### config.mk
export PLATFORM = sky130hd
export DESIGN_NAME = pad_gpio_ctrl
export DESIGN_NICKNAME = d
export VERILOG_FILES = /design/src/rtl/pad_gpio_ctrl.sv
export SDC_FILE = /design/constraint.sdc
export NUM_CORES = 1
export LEC_CHECK = 0
export ABC_CLOCK_PERIOD_IN_PS = 2000
export CORE_ASPECT_RATIO = 0.8
export CORE_UTILIZATION = 54
export CTS_BUF_LIST = sky130_fd_sc_hd__clkbuf_4 sky130_fd_sc_hd__clkbuf_8
export DETAILED_ROUTE_END_ITERATION = 12
export PLACE_DENSITY = 0.93
export SYNTH_ARGS = -nofsm -noshare
export SYNTH_HDL_FRONTEND = slang
export SYNTH_SLANG_ARGS = --single-unit
### constraint.sdc
create_clock -name clk_i -period 2 [get_ports clk_i]
set_input_delay 0.4 -clock clk_i [delete_from_list [all_inputs] [get_ports clk_i]]
set_output_delay 0.4 -clock clk_i [all_outputs]
set_load 0.01 [all_outputs]
### src/rtl/pad_gpio_ctrl.sv
// rtl/pad_gpio_ctrl.sv - N-channel GPIO controller for sg13g2 bidirectional pad cells
// Registered push-pull/open-drain drive, synchronised debounced inputs, sticky edge IRQs.
module pad_gpio_ctrl #(
   parameter int unsigned NumPads    = 8,
   parameter int unsigned SyncStages = 2,
   parameter int unsigned DebCycles  = 4,
   parameter int unsigned CntWidth   = $clog2(DebCycles + 1)
) (
   input  logic               clk_i,
   input  logic               rst_i,
   input  logic [NumPads-1:0] cfg_dir_i,
   input  logic [NumPads-1:0] cfg_od_i,
   input  logic [NumPads-1:0] cfg_deb_en_i,
   input  logic [NumPads-1:0] gpio_out_i,
   input  logic [NumPads-1:0] irq_rise_en_i,
   input  logic [NumPads-1:0] irq_fall_en_i,
   input  logic [NumPads-1:0] irq_clr_i,
   output logic [NumPads-1:0] gpio_in_o,
   output logic [NumPads-1:0] irq_status_o,
   output logic               irq_o,
   input  logic [NumPads-1:0] pad_in_i,
   output logic [NumPads-1:0] pad_out_o,
   output logic [NumPads-1:0] pad_oen_o
);

   localparam int unsigned ArmCycles = SyncStages + DebCycles + 1;
   localparam int unsigned ArmWidth  = $clog2(ArmCycles + 1);
   localparam logic [CntWidth-1:0] DebLast = CntWidth'(DebCycles - 1);
   localparam logic [ArmWidth-1:0] ArmLast = ArmWidth'(ArmCycles - 1);

   logic [NumPads-1:0]  sync_q [SyncStages];
   logic [NumPads-1:0]  sync;
   logic [NumPads-1:0]  gpio_in_q;
   logic [NumPads-1:0]  deb_en_q;
   logic [CntWidth-1:0] cnt_q [NumPads];
   logic [NumPads-1:0]  prev_q;
   logic [NumPads-1:0]  status_q;
   logic [NumPads-1:0]  status_d;
   logic [NumPads-1:0]  rise;
   logic [NumPads-1:0]  fall;
   logic                irq_q;
   logic [ArmWidth-1:0] arm_cnt_q;
   logic                armed_q;
   logic [NumPads-1:0]  pad_out_q;
   logic [NumPads-1:0]  pad_oen_q;

   // Open-drain only ever drives a low; a high output is a released pad.
   always_ff @(posedge clk_i) begin
      if (rst_i) begin
         pad_out_q <= '0;
         pad_oen_q <= '1;
      end else begin
         pad_out_q <= gpio_out_i & ~cfg_od_i;
         pad_oen_q <= ~(cfg_dir_i & (~cfg_od_i | ~gpio_out_i));
      end
   end

   always_ff @(posedge clk_i) begin
      if (rst_i) begin
         for (int k = 0; k < SyncStages; k++) begin
            sync_q[k] <= '0;
         end
      end else begin
         sync_q[0] <= pad_in_i;
         for (int k = 1; k < SyncStages; k++) begin
            sync_q[k] <= sync_q[k-1];
         end
      end
   end

   assign sync = sync_q[SyncStages-1];

   // A change of the debounce enable restarts the count so a stale partial count is not reused.
   always_ff @(posedge clk_i) begin
      if (rst_i) begin
         gpio_in_q <= '0;
         deb_en_q  <= '0;
         for (int i = 0; i < NumPads; i++) begin
            cnt_q[i] <= '0;
         end
      end else begin
         deb_en_q <= cfg_deb_en_i;
         for (int i = 0; i < NumPads; i++) begin
            if (!cfg_deb_en_i[i]) begin
               gpio_in_q[i] <= sync[i];
               cnt_q[i]     <= '0;
            end else if (cfg_deb_en_i[i] != deb_en_q[i]) begin
               cnt_q[i] <= '0;
            end else if (sync[i] == gpio_in_q[i]) begin
               cnt_q[i] <= '0;
            end else if (cnt_q[i] == DebLast) begin
               gpio_in_q[i] <= ~gpio_in_q[i];
               cnt_q[i]     <= '0;
            end else begin
               cnt_q[i] <= cnt_q[i] + 1'b1;
            end
         end
      end
   end

   // Hold off edge detection until the filtered inputs have settled after reset.
   always_ff @(posedge clk_i) begin
      if (rst_i) begin
         arm_cnt_q <= '0;
         armed_q   <= 1'b0;
      end else if (!armed_q) begin
         if (arm_cnt_q == ArmLast) begin
            armed_q <= 1'b1;
         end else begin
            arm_cnt_q <= arm_cnt_q + 1'b1;
         end
      end
   end

   always_comb begin
      rise     = {NumPads{armed_q}} & gpio_in_q & ~prev_q;
      fall     = {NumPads{armed_q}} & ~gpio_in_q & prev_q;
      status_d = (status_q & ~irq_clr_i) | (rise & irq_rise_en_i) | (fall & irq_fall_en_i);
   end

   always_ff @(posedge clk_i) begin
      if (rst_i) begin
         prev_q   <= '0;
         status_q <= '0;
         irq_q    <= 1'b0;
      end else begin
         prev_q   <= gpio_in_q;
         status_q <= status_d;
         irq_q    <= |status_d;
      end
   end

   assign gpio_in_o    = gpio_in_q;
   assign irq_status_o = status_q;
   assign irq_o        = irq_q;
   assign pad_out_o    = pad_out_q;
   assign pad_oen_o    = pad_oen_q;

endmodule

**After elaboration in Yosys (flattened, before gate mapping)**

Memory sizes are Yosys's and may differ from the RTL's.
Cells that the tools add are included.

- Add/sub/neg operators: 9
- Muxes and demuxes: 271
- Equality and inequality tests: 49
- Reductions and logical operators: 10
- Bitwise logic cells: 70

Operators with widths:

| kind | count |
|---|---|
| $mux W1 | 229 |
| $mux W3 | 40 |
| $and A8 B8 Y8 | 9 |
| $not A8 Y8 | 6 |
| $or A1 B1 Y1 | 42 |
| $ne A2 B2 Y1 const B | 16 |
| $add A3 B1 Y3 const B | 9 |
| $eq A3 B2 Y1 const B | 8 |
| $or A8 B8 Y8 | 3 |
| $reduce_and A3 Y1 | 8 |
| $mux W8 | 2 |
| $ne A2 B1 Y1 const B | 8 |
| $not A1 Y1 | 10 |
| $eq A1 B1 Y1 | 8 |
| $ne A1 B1 Y1 | 8 |
| $reduce_or A8 Y1 | 1 |
| $eq A3 B3 Y1 const B | 1 |
| $reduce_and A2 Y1 | 1 |

- Input bits: 66
- Memories: 2
- RAM bits: 40
- Output and inout bits: 33
- Word-level logic and storage cells: 427
- Register bits after elaboration: 53

Memories:

| memory | depth | bits a word | rd ports | clocked after Yosys merged registers in | wr ports | line | RTL |
|---|---|---|---|---|---|---|---|
| cnt_q | 8 | 3 | 8 | 0 | 8 | 35 | `logic [CntWidth-1:0] cnt_q [NumPads];` |
| sync_q | 2 | 8 | 2 | 0 | 2 | 31 | `logic [NumPads-1:0] sync_q [SyncStages];` |

**Longest topological paths before layout**

Gate-level depths: netlist of the first run.

- Word-level depth: 9
- Depth in mapped cells: 6
- Gate-level depth less buffers: 6

**Worst setup path before layout of the first run**

OpenSTA, ideal clock, no wires.

- Path kind: reg2reg
- Start: memory cnt_q[0][0] (netlist name)
- End: register gpio_in_q[0], in the netlist gpio_in_o[0]
- Buffers on the path: 0
- Library setup time: 0.117 ns
- Cell stages (with the launch flop): 7
- Data arrival time: 1.053 ns
- Clock period less this slack: 1.170 ns
- Path slack: 0.830 ns
- Data required time: 1.883 ns
- Path through: edfxtp_1 > ha_1 > ha_1 > inv_1 > a21oi_1 > mux2i_1 > nor2_1

RTL lines:

| item | line | RTL |
|---|---|---|
| from (decl) | 35 |  |
| to (signal, indexed assignment) | 85 | `gpio_in_q[i] <= sync[i];` |
| to (signal, indexed assignment) | 92 | `gpio_in_q[i] <= ~gpio_in_q[i];` |
| to (decl) | 33 | `logic [NumPads-1:0] gpio_in_q;` |

**Worst setup path after layout of the first run**

- Start: register gpio_in_q[5], in the netlist gpio_in_o[5]
- End: output gpio_in_o[5]

RTL lines:

| item | line | RTL |
|---|---|---|
| to (decl) | 18 | `output logic [NumPads-1:0] gpio_in_o,` |

No word-level cell between the ends.

==> impl_metrics.yaml, run 1 <==
route:
  routed_via_density: 5.21
  drt_iter0_markers: 116
  drt-pass1-iter-count: 4
  drc: 0
  ant_nets: 0
  wl_per_cell_um: 14.0
  drt-total-wl_um: 7640
  vias: 2841
timing:
  rsz0062_at_grt: "false"
  maxSlewHeadroom: 0.788
  setup_violations: 0
  fin_crit_sh: 0.897
  max_slew.worst_pin.slew_ps: 317
  fin_crit_ps: 1790
  final_hold_viol_count: 0
  setup_slack_ps: 206
  tns_ps: 0
  skew_ps: 9.32
  slew_viol_final: 0
  max_freq_mhz: 558
worst_setup_path:
  start_kind: "flip-flop"
  crit_family: "buffers and inverters"
  cp_cell_sequence: "clkdlybuf4s50_1"
  r2r_start: "armed_q"
  worstReg2RegEnd: "irq_o"
  arrival_ps: 1390
  critPathMaxFanout: 6
  critPathMaxStageDelay_ps: 580
  rrSetupSlack_ps: 620
  critPathRequiredTime_ps: 1600
  path_buf_inv: 1
  crit_type: "flip-flop to output port"
  crit_slowest_cell: "clkdlybuf4s50_1"
  end_kind: "output port"
  worstRegToRegCells: 5
synthesis:
  synth_edf_count: 24
  netlist_top_cells_count: "dfxtp_1, nor2_1, inv_1, ha_1, edfxtp_1"
  synth_top_area_share: 0.363
  yosys_warnings: 0
  synth_area_leader_cell: "dfxtp_1"
  yosys_most_used_dff: "dfxtp_1"
  synth.avg_cell_area_um2: 10.9
  synthTopCellsByArea: "dfxtp_1, edfxtp_1, ha_1, nor2_1, nor2b_1"
  synth_nets: 442
  seq_area_frac_synth: 0.552
  ys_ff_latch: 93
  yosysUniqueCellTypes: 33
  ys_async_sr_fraction: 0
  synth.most_common_cell: "dfxtp_1"
  netlist_area_um2: 3800
  syn_inst: 350
cts:
  cts_hold_buffers: 0
  cts.sinks: 93
  cts_resized: 0
  post_cts_buffers: 0
  numCtsBuffers: 9
  cts_buffer_depth: 2
  cts_tree: "yes"
  clkLatencyLatePin_ps: 360
  cts_root_buffer: "clkbuf_8"
  h-tree-depth: 3
  clk_pin_slew_ps: 90
run:
  cap_violations: 0
pwr:
  p_int_uw: 2980
  seq_power_share: 0.539
  comb_power_share: 0.103
  power.density_nw_per_um2: 739
  swShare: 0.211
  clockPowerShare: 0.359
  ir_drop_mv: 0.524
  p_sw_uw: 798
  p_leak_uw: 0.00214
floorplanning:
  die_h_um: 77.1
  die_w_um: 95.9
  rows: 26
  initial_core_util: 0.576
  io_pins: 99
  design.die.area_um2: 7390
  coreArea_um2: 6600
cells_and_area:
  fillerInstances: 450
  final_layout_size_suffix_gt1_frac: 0.0651
  diodes: 0
  area_growth_pct: 34.3
  finalNetCount: 548
  multiInputGateArea_um2: 1510
  ff_latch_area_um2: 2100
hold_path:
  hp-start: "rst_i"
  min_to: "irq_status_o[3]"
  hp-class: "input pin to flip-flop"
  hold_path_depth: 3
grt:
  first_global_vias: 2921
  grt_antenna_before_repair: 0
  grt_overflow: 0
  grt_pass1_wl_um: 12700
  grt_max_degree: 21
  grt_usage: 0.229
placement:
  globalplace.congestion: 0.752
  hpwl_um: 5830
  dp_slack_ps: 240
  port_buffers: 98
outcome:
  status: "finished clean"
-- how the worst max path moves through the flow --
| stage | startpoint | endpoint | slack, ps | depth (start not counted) |
|---|---|---|---|---|
| global route | gpio_in_o[0] | gpio_in_o[0] | 140 | 1 |
| finish | gpio_in_o[5] | gpio_in_o[5] | 210 | 1 |
| detailed placement | cfg_deb_en_i[3] | cnt_q[0][9] | 240 | 4 |
| floorplan | cnt_q[0][0] | gpio_in_o[0] | 830 | 6 |
| global placement | cfg_deb_en_i[7] | cnt_q[1][10] | 380 | 4 |
| CTS | gpio_in_o[4] | gpio_in_o[4] | 190 | 1 |
-- per-stage QoR --
stage / hold WS (ps) / std cells / area [um2] / total power [uW] / utilization
2_1_floorplan: 411 / 350 / 3800 / 2240 / -
3_3_place_gp: 414 / 529 / 4890 / 2440 / 0.741
3_5_place_dp: 422 / 529 / 4890 / 2460 / 0.741
4_1_cts: 402 / 545 / 5110 / 3810 / 0.774
5_1_grt: 418 / 545 / 5110 / 3920 / 0.774
6_report: 415 / 545 / 5110 / 3780 / 0.774
-- cell usage in the layout, fill, tap and decap left out, types with 9 or more instances in the layout --
| master | instances |
|---|---|
| a21oi_1 | 10 |
| and2b_1 | 10 |
| clkbuf_8 | 9 |
| clkdlybuf4s50_1 | 97 |
| dfxtp_1 | 69 |
| edfxtp_1 | 24 |
| ha_1 | 26 |
| inv_1 | 34 |
| nand2_1 | 16 |
| nand4b_1 | 13 |
| nor2_1 | 43 |
| nor2b_1 | 22 |
-- state kept, by name (all words and copies together) (netlist names) --
name,count
arm_cnt_q,3
gpio_in_o,8
cnt_q,24
sync_q,16
deb_en_q,8
pad_oen_o,8
irq_o,1
irq_status_o,8
prev_q,8
pad_out_o,8
armed_q,1
-- tightest hold or removal path, cell delays in order --
cell and delay [ps]:
buf_2 130, buf_12 150, a31oi_1 40
-- cells by family (layout without fill, tap and decap cells) --
kind of cell	count (synthesis)	in the layout	share of synthesized area
and+or+nand+nor	151	151	0.237
DFF	93	93	0.552
buffers and inverters	43	154	0.0503
adders and majority gates	26	26	0.0855
AOI/OAI and AO/OA	20	20	0.0326
xor gates and xnor gates	9	9	0.0207
muxes	8	8	0.0210
-- metal layers --
layer  up-vias  part of all wire  GRT usage
met5         -                 0          0
met4         0             0.019     0.0821
met3        18             0.074     0.0784
met2        98              0.52      0.415
met1      1325              0.39      0.241
li1       1400                 -          -
-- power groups by stage --
stage | combinational, uW | sequential [uW] | clock [uW]
2_1_floorplan | 161 | 2080 | 0
3_3_place_gp | 366 | 2070 | 0
3_5_place_dp | 386 | 2080 | 0
4_1_cts | 391 | 2030 | 1380
5_1_grt | 427 | 2040 | 1450
6_report | 388 | 2030 | 1350
-- layout make-up --
class / instances / area share
flip-flops and latches: 93 / 0.411
clock buffers: 12 / 0.0286
multi-input cells: 214 / 0.296
repair buffers: 104 / 0.205
well taps: 84 / 0.0206
inverters: 34 / 0.0250
clock inverters: 4 / 0.0142
Power figures use the tool's default switching activity.
==> run 2: changes to the inputs <==
==> config.mk (replaced) <==
export PLATFORM = sky130hd
export DESIGN_NAME = pad_gpio_ctrl
export DESIGN_NICKNAME = d
export VERILOG_FILES = /design/src/rtl/pad_gpio_ctrl.sv
export SDC_FILE = /design/constraint.sdc
export NUM_CORES = 1
export LEC_CHECK = 0
export ABC_CLOCK_PERIOD_IN_PS = 1550
export CORE_ASPECT_RATIO = 0.8
export CORE_UTILIZATION = 45
export CTS_BUF_LIST = sky130_fd_sc_hd__clkbuf_4 sky130_fd_sc_hd__clkbuf_8
export DETAILED_ROUTE_END_ITERATION = 12
export PLACE_DENSITY = 0.84
export SLEW_MARGIN = 30
export SYNTH_ARGS = -nofsm -noshare
export SYNTH_HDL_FRONTEND = slang
export SYNTH_SLANG_ARGS = --single-unit
==> constraint.sdc (replaced) <==
create_clock -name clk_i -period 1.55 [get_ports clk_i]
set_input_delay 0.31 -clock clk_i [delete_from_list [all_inputs] [get_ports clk_i]]
set_output_delay 0.31 -clock clk_i [all_outputs]
set_load 0.01 [all_outputs]
==> impl_metrics.yaml, run 2 (synthesized netlist as in run 1, its figures left out) <==
worst_setup_path:
  critPathMaxStageDelay_ps: 540
  end_kind: "output port"
  crit_family: "buffers and inverters"
  cp_cell_sequence: "clkdlybuf4s50_1"
  r2r_start: "cnt_q[0][3]"
  critPathMaxFanout: 1
  path_buf_inv: 1
  crit_slowest_cell: "clkdlybuf4s50_1"
  start_kind: "flip-flop"
  crit_type: "flip-flop to output port"
  cp.depth: 1
  arrival_ps: 1210
  worstRegToRegCells: 5
  startpoint: "pad_oen_o[4]"
  critPathRequiredTime_ps: 1240
placement:
  globalplace.congestion: 0.716
  dp_slack_ps: -32.7
  hpwl_um: 5350
  port_buffers: 98
floorplanning:
  initial_core_util: 0.472
  design.die.area_um2: 8830
  die_w_um: 105
  die_h_um: 84.2
  coreArea_um2: 8060
  rows: 29
  io_pins: 99
route:
  vias: 2736
  drt-total-wl_um: 6950
  routed_via_density: 4.78
  drc: 0
  wl_per_cell_um: 12.2
  drt-pass1-iter-count: 4
  drt_iter0_markers: 60
  ant_nets: 0
cts:
  clk_pin_slew_ps: 90
  cts_hold_buffers: 0
  post_cts_buffers: 0
  cts_root_buffer: "clkbuf_8"
  cts.sinks: 93
  cts_buffer_depth: 2
  numCtsBuffers: 9
  clkLatencyLatePin_ps: 350
  cts_tree: "yes"
  h-tree-depth: 3
hold_path:
  hold_path_depth: 2
  hp-class: "input pin to flip-flop"
  hp-start: "rst_i"
cells_and_area:
  diodes: 0
  top_register: "cnt_q"
  top_regs: "cnt_q: 24 flops, sync_q: 16 flops"
  final_cell_mix: "clkdlybuf4s50_1, dfxtp_1, nor2_1"
  area_growth_pct: 34.9
  final_layout_size_suffix_gt1_frac: 0.0841
  fillerInstances: 655
  largest_reg_flops: 24
  finalNetCount: 551
  layout_commonest_cell: "clkdlybuf4s50_1"
pwr:
  p_leak_uw: 0.00234
  ir_drop_mv: 0.624
  power.density_nw_per_um2: 905
grt:
  grt_max_degree: 23
  grt_overflow: 0
  grt_usage: 0.165
  grt_antenna_before_repair: 0
  first_global_vias: 2569
  grt_pass1_wl_um: 11400
timing:
  tns_ps: 0
  fin_crit_ps: 1520
  fin_crit_sh: 0.980
  rsz0062_at_grt: "false"
  slew_viol_final: 0
  setup_violations: 0
  max_freq_mhz: 658
  setup_slack_ps: 31.3
  skew_ps: 11.7
  final_hold_viol_count: 0
  maxSlewHeadroom: 0.807
  max_slew.worst_pin.slew_ps: 286
outcome:
  status: "finished clean"
run:
  cap_violations: 0
-- run 2: cell types whose count changed in the layout (fill, tap and decap cells not counted), moves of 4 or more --
cell and delta:
clkdlybuf4s50_1 -27, dfxtp_1 -7, dfxtp_2 +7, dlymetal6s2s_1 +9, buf_4 +4, dlygate4sd2_1 +18
-- run 2: area by class of cell --
| class | count | area (um2) | share of cell area |
|---|---|---|---|
| Clock buffer | 9 | 124 | 0.0241 |
| Tap cell | 108 | 135 | 0.0263 |
| Sequential cell | 93 | 2110 | 0.411 |
| Timing Repair Buffer | 107 | 1060 | 0.206 |
| Inverter | 34 | 128 | 0.0249 |
| Multi-Input combinational cell | 214 | 1510 | 0.295 |
| Clock inverter | 7 | 66.3 | 0.0129 |
-- run 2: what timing repair did --
item,4_1_cts,5_1_grt
gates resized for setup,25,9
pin swaps,0,0
setup endpoints to repair,18,9
-- run 2: metal layers --
layer	part of all wire	GRT usage	routed length, um
met1	0.47	0.204	3250
met5	0	0	0
met2	0.46	0.270	3220
met4	0.0096	0.0538	67
met3	0.060	0.0590	415
-- run 2: power breakdown --
group          leakage [uW]  internal, uW  switching (uW)
clock network      0.000100           737             805
logic               0.00139           294             188
registers          0.000855          2580            43.4
-- run 2: worst paths after layout --
check / slack, ps / end
worst max-delay path: 30 / pad_oen_o[4]
worst min-delay path: 380 / deb_en_q[1]
worst max register to register: 220 / cnt_q[0][4]
worst min register to register: 420 / sync_q[0][15]
-- run 2: per-stage QoR --
stage	std cells	area, um2	util	power [uW]	hold slack [ps]
floorplan	350	3800	-	2890	386
global placement	556	4930	0.612	3150	412
detailed placement	556	4930	0.612	3170	420
CTS	572	5110	0.634	4710	381
global route	572	5130	0.637	4870	407
finish	572	5130	0.637	4650	380
==> run 3: changes to the inputs <==
--- a/config.mk
+++ b/config.mk
@@ -7,6 +7,7 @@
 export LEC_CHECK = 0
 export ABC_CLOCK_PERIOD_IN_PS = 1550
 export CORE_ASPECT_RATIO = 0.8
+export CORE_MARGIN = 2
 export CORE_UTILIZATION = 45
 export CTS_BUF_LIST = sky130_fd_sc_hd__clkbuf_4 sky130_fd_sc_hd__clkbuf_8
 export DETAILED_ROUTE_END_ITERATION = 12
==> impl_metrics.yaml, run 3 (synthesized netlist as in run 1, its figures left out) <==
outcome:
  status: "finished clean"
cells_and_area:
  top_regs: "cnt_q: 24 flops, sync_q: 16 flops"
  top_register: "cnt_q"
  diodes: 0
  layout_commonest_cell: "clkdlybuf4s50_1"
  fillerInstances: 691
  instances_no_fill: 570
  final_layout_size_suffix_gt1_frac: 0.0823
  largest_reg_flops: 24
  final_cell_mix: "clkdlybuf4s50_1, dfxtp_1, nor2_1"
  finalNetCount: 549
  area_growth_pct: 34.7
worst_setup_path:
  critPathRequiredTime_ps: 1240
  critPathMaxFanout: 1
  critPathMaxStageDelay_ps: 530
  path_buf_inv: 1
  crit_family: "buffers and inverters"
  crit_type: "flip-flop to output port"
  start_kind: "flip-flop"
  cp_cell_sequence: "clkdlybuf4s50_1"
  crit_slowest_cell: "clkdlybuf4s50_1"
  end_kind: "output port"
  arrival_ps: 1200
floorplanning:
  design.die.area_um2: 9210
  coreArea_um2: 8060
  die_h_um: 86.2
  initial_core_util: 0.472
  die_w_um: 107
  rows: 29
  io_pins: 99
cts:
  h-tree-depth: 3
  cts.sinks: 93
  clkLatencyLatePin_ps: 350
  numCtsBuffers: 9
  cts_hold_buffers: 0
  post_cts_buffers: 0
  cts_buffer_depth: 2
  cts_tree: "yes"
  clk_pin_slew_ps: 90
  cts_root_buffer: "clkbuf_8"
placement:
  hpwl_um: 5510
  port_buffers: 98
  globalplace.congestion: 0.723
  dp.cells: 554
  dp_slack_ps: -43.0
route:
  drt_iter0_markers: 83
  vias: 2768
  drt-total-wl_um: 7180
  ant_nets: 0
  drc: 0
  routed_via_density: 4.86
  drt-pass1-iter-count: 4
  wl_per_cell_um: 12.6
timing:
  fin_crit_ps: 1510
  fin_hold_ws_ps: 274
  rsz0062_at_grt: "false"
  setup_slack_ps: 44.8
  skew_ps: 9.42
  setup_violations: 0
  fin_crit_sh: 0.971
  max_freq_mhz: 664
  maxSlewHeadroom: 0.846
  slew_viol_final: 0
  max_slew.worst_pin.slew_ps: 229
  final_hold_viol_count: 0
grt:
  first_global_vias: 2725
  grt_usage: 0.164
  grt_antenna_before_repair: 0
  grt_pass1_wl_um: 11900
  grt_max_degree: 34
  grt_overflow: 0
run:
  cap_violations: 0
pwr:
  p_leak_uw: 0.00233
  power.density_nw_per_um2: 882
  ir_drop_mv: 0.607
  power_uw: 4520
hold_path:
  hp-class: "input pin to flip-flop"
run 3: cell count changes in the layout (fill, tap and decap cells not counted), moves of 2 or more:
cell,previous run,this run
clkdlybuf4s50_1,70,67
dlygate4sd2_1,18,16
clkinvlp_4,0,3
clkinv_4,2,0
buf_4,8,5
dlymetal6s2s_1,9,14
clkinv_2,3,1
run 3: where the power goes:
part,internal [uW],switching [uW],leakage (uW)
sequential,2580,44.8,0.000855
combinational,296,188,0.00140
clock,598,816,0.0000798
run 3: final cells by class:
class                      instances  area [um2]  area share
timing repair buffer             105        1070       0.208
clock inverter                     6        40.0     0.00781
sequential                        93        2110       0.412
inverter                          34         128      0.0249
multi-input combinational        214        1510       0.295
tap                              108         135      0.0264
clock buffer                      10         131      0.0256
run 3: final timing paths:
check	from	slack [ps]	endpoint	cells after the start
worst max-delay path	pad_out_o[3]	40	pad_out_o[3]	1
worst min register to register	sync_q[0][0]	430	sync_q[0][8]	1
worst max register to register	cnt_q[0][6]	220	gpio_in_o[2]	6
worst min-delay path	rst_i	270	irq_status_o[5]	2
run 3: timing repair:
action                     4_1_cts  5_1_grt
pin swaps                        0        0
setup endpoints to repair       16       14
resized for setup               24       14
run 3: per-stage QoR:
step	area [um2]	TNS (ps)	util
floorplan	3800	0	-
global placement	4930	-20.8	0.612
detailed placement	4930	-248	0.612
CTS	5090	0	0.632
global route	5130	0	0.636
finish	5130	0	0.636
run 3: routing by layer:
metal | vias to the layer above | global-route usage | share of wire
met5 | - | 0 | 0
met4 | 0 | 0.0437 | 0.0082
met3 | 8 | 0.0647 | 0.069
met2 | 75 | 0.293 | 0.49
met1 | 1285 | 0.185 | 0.43
li1 | 1400 | - | -
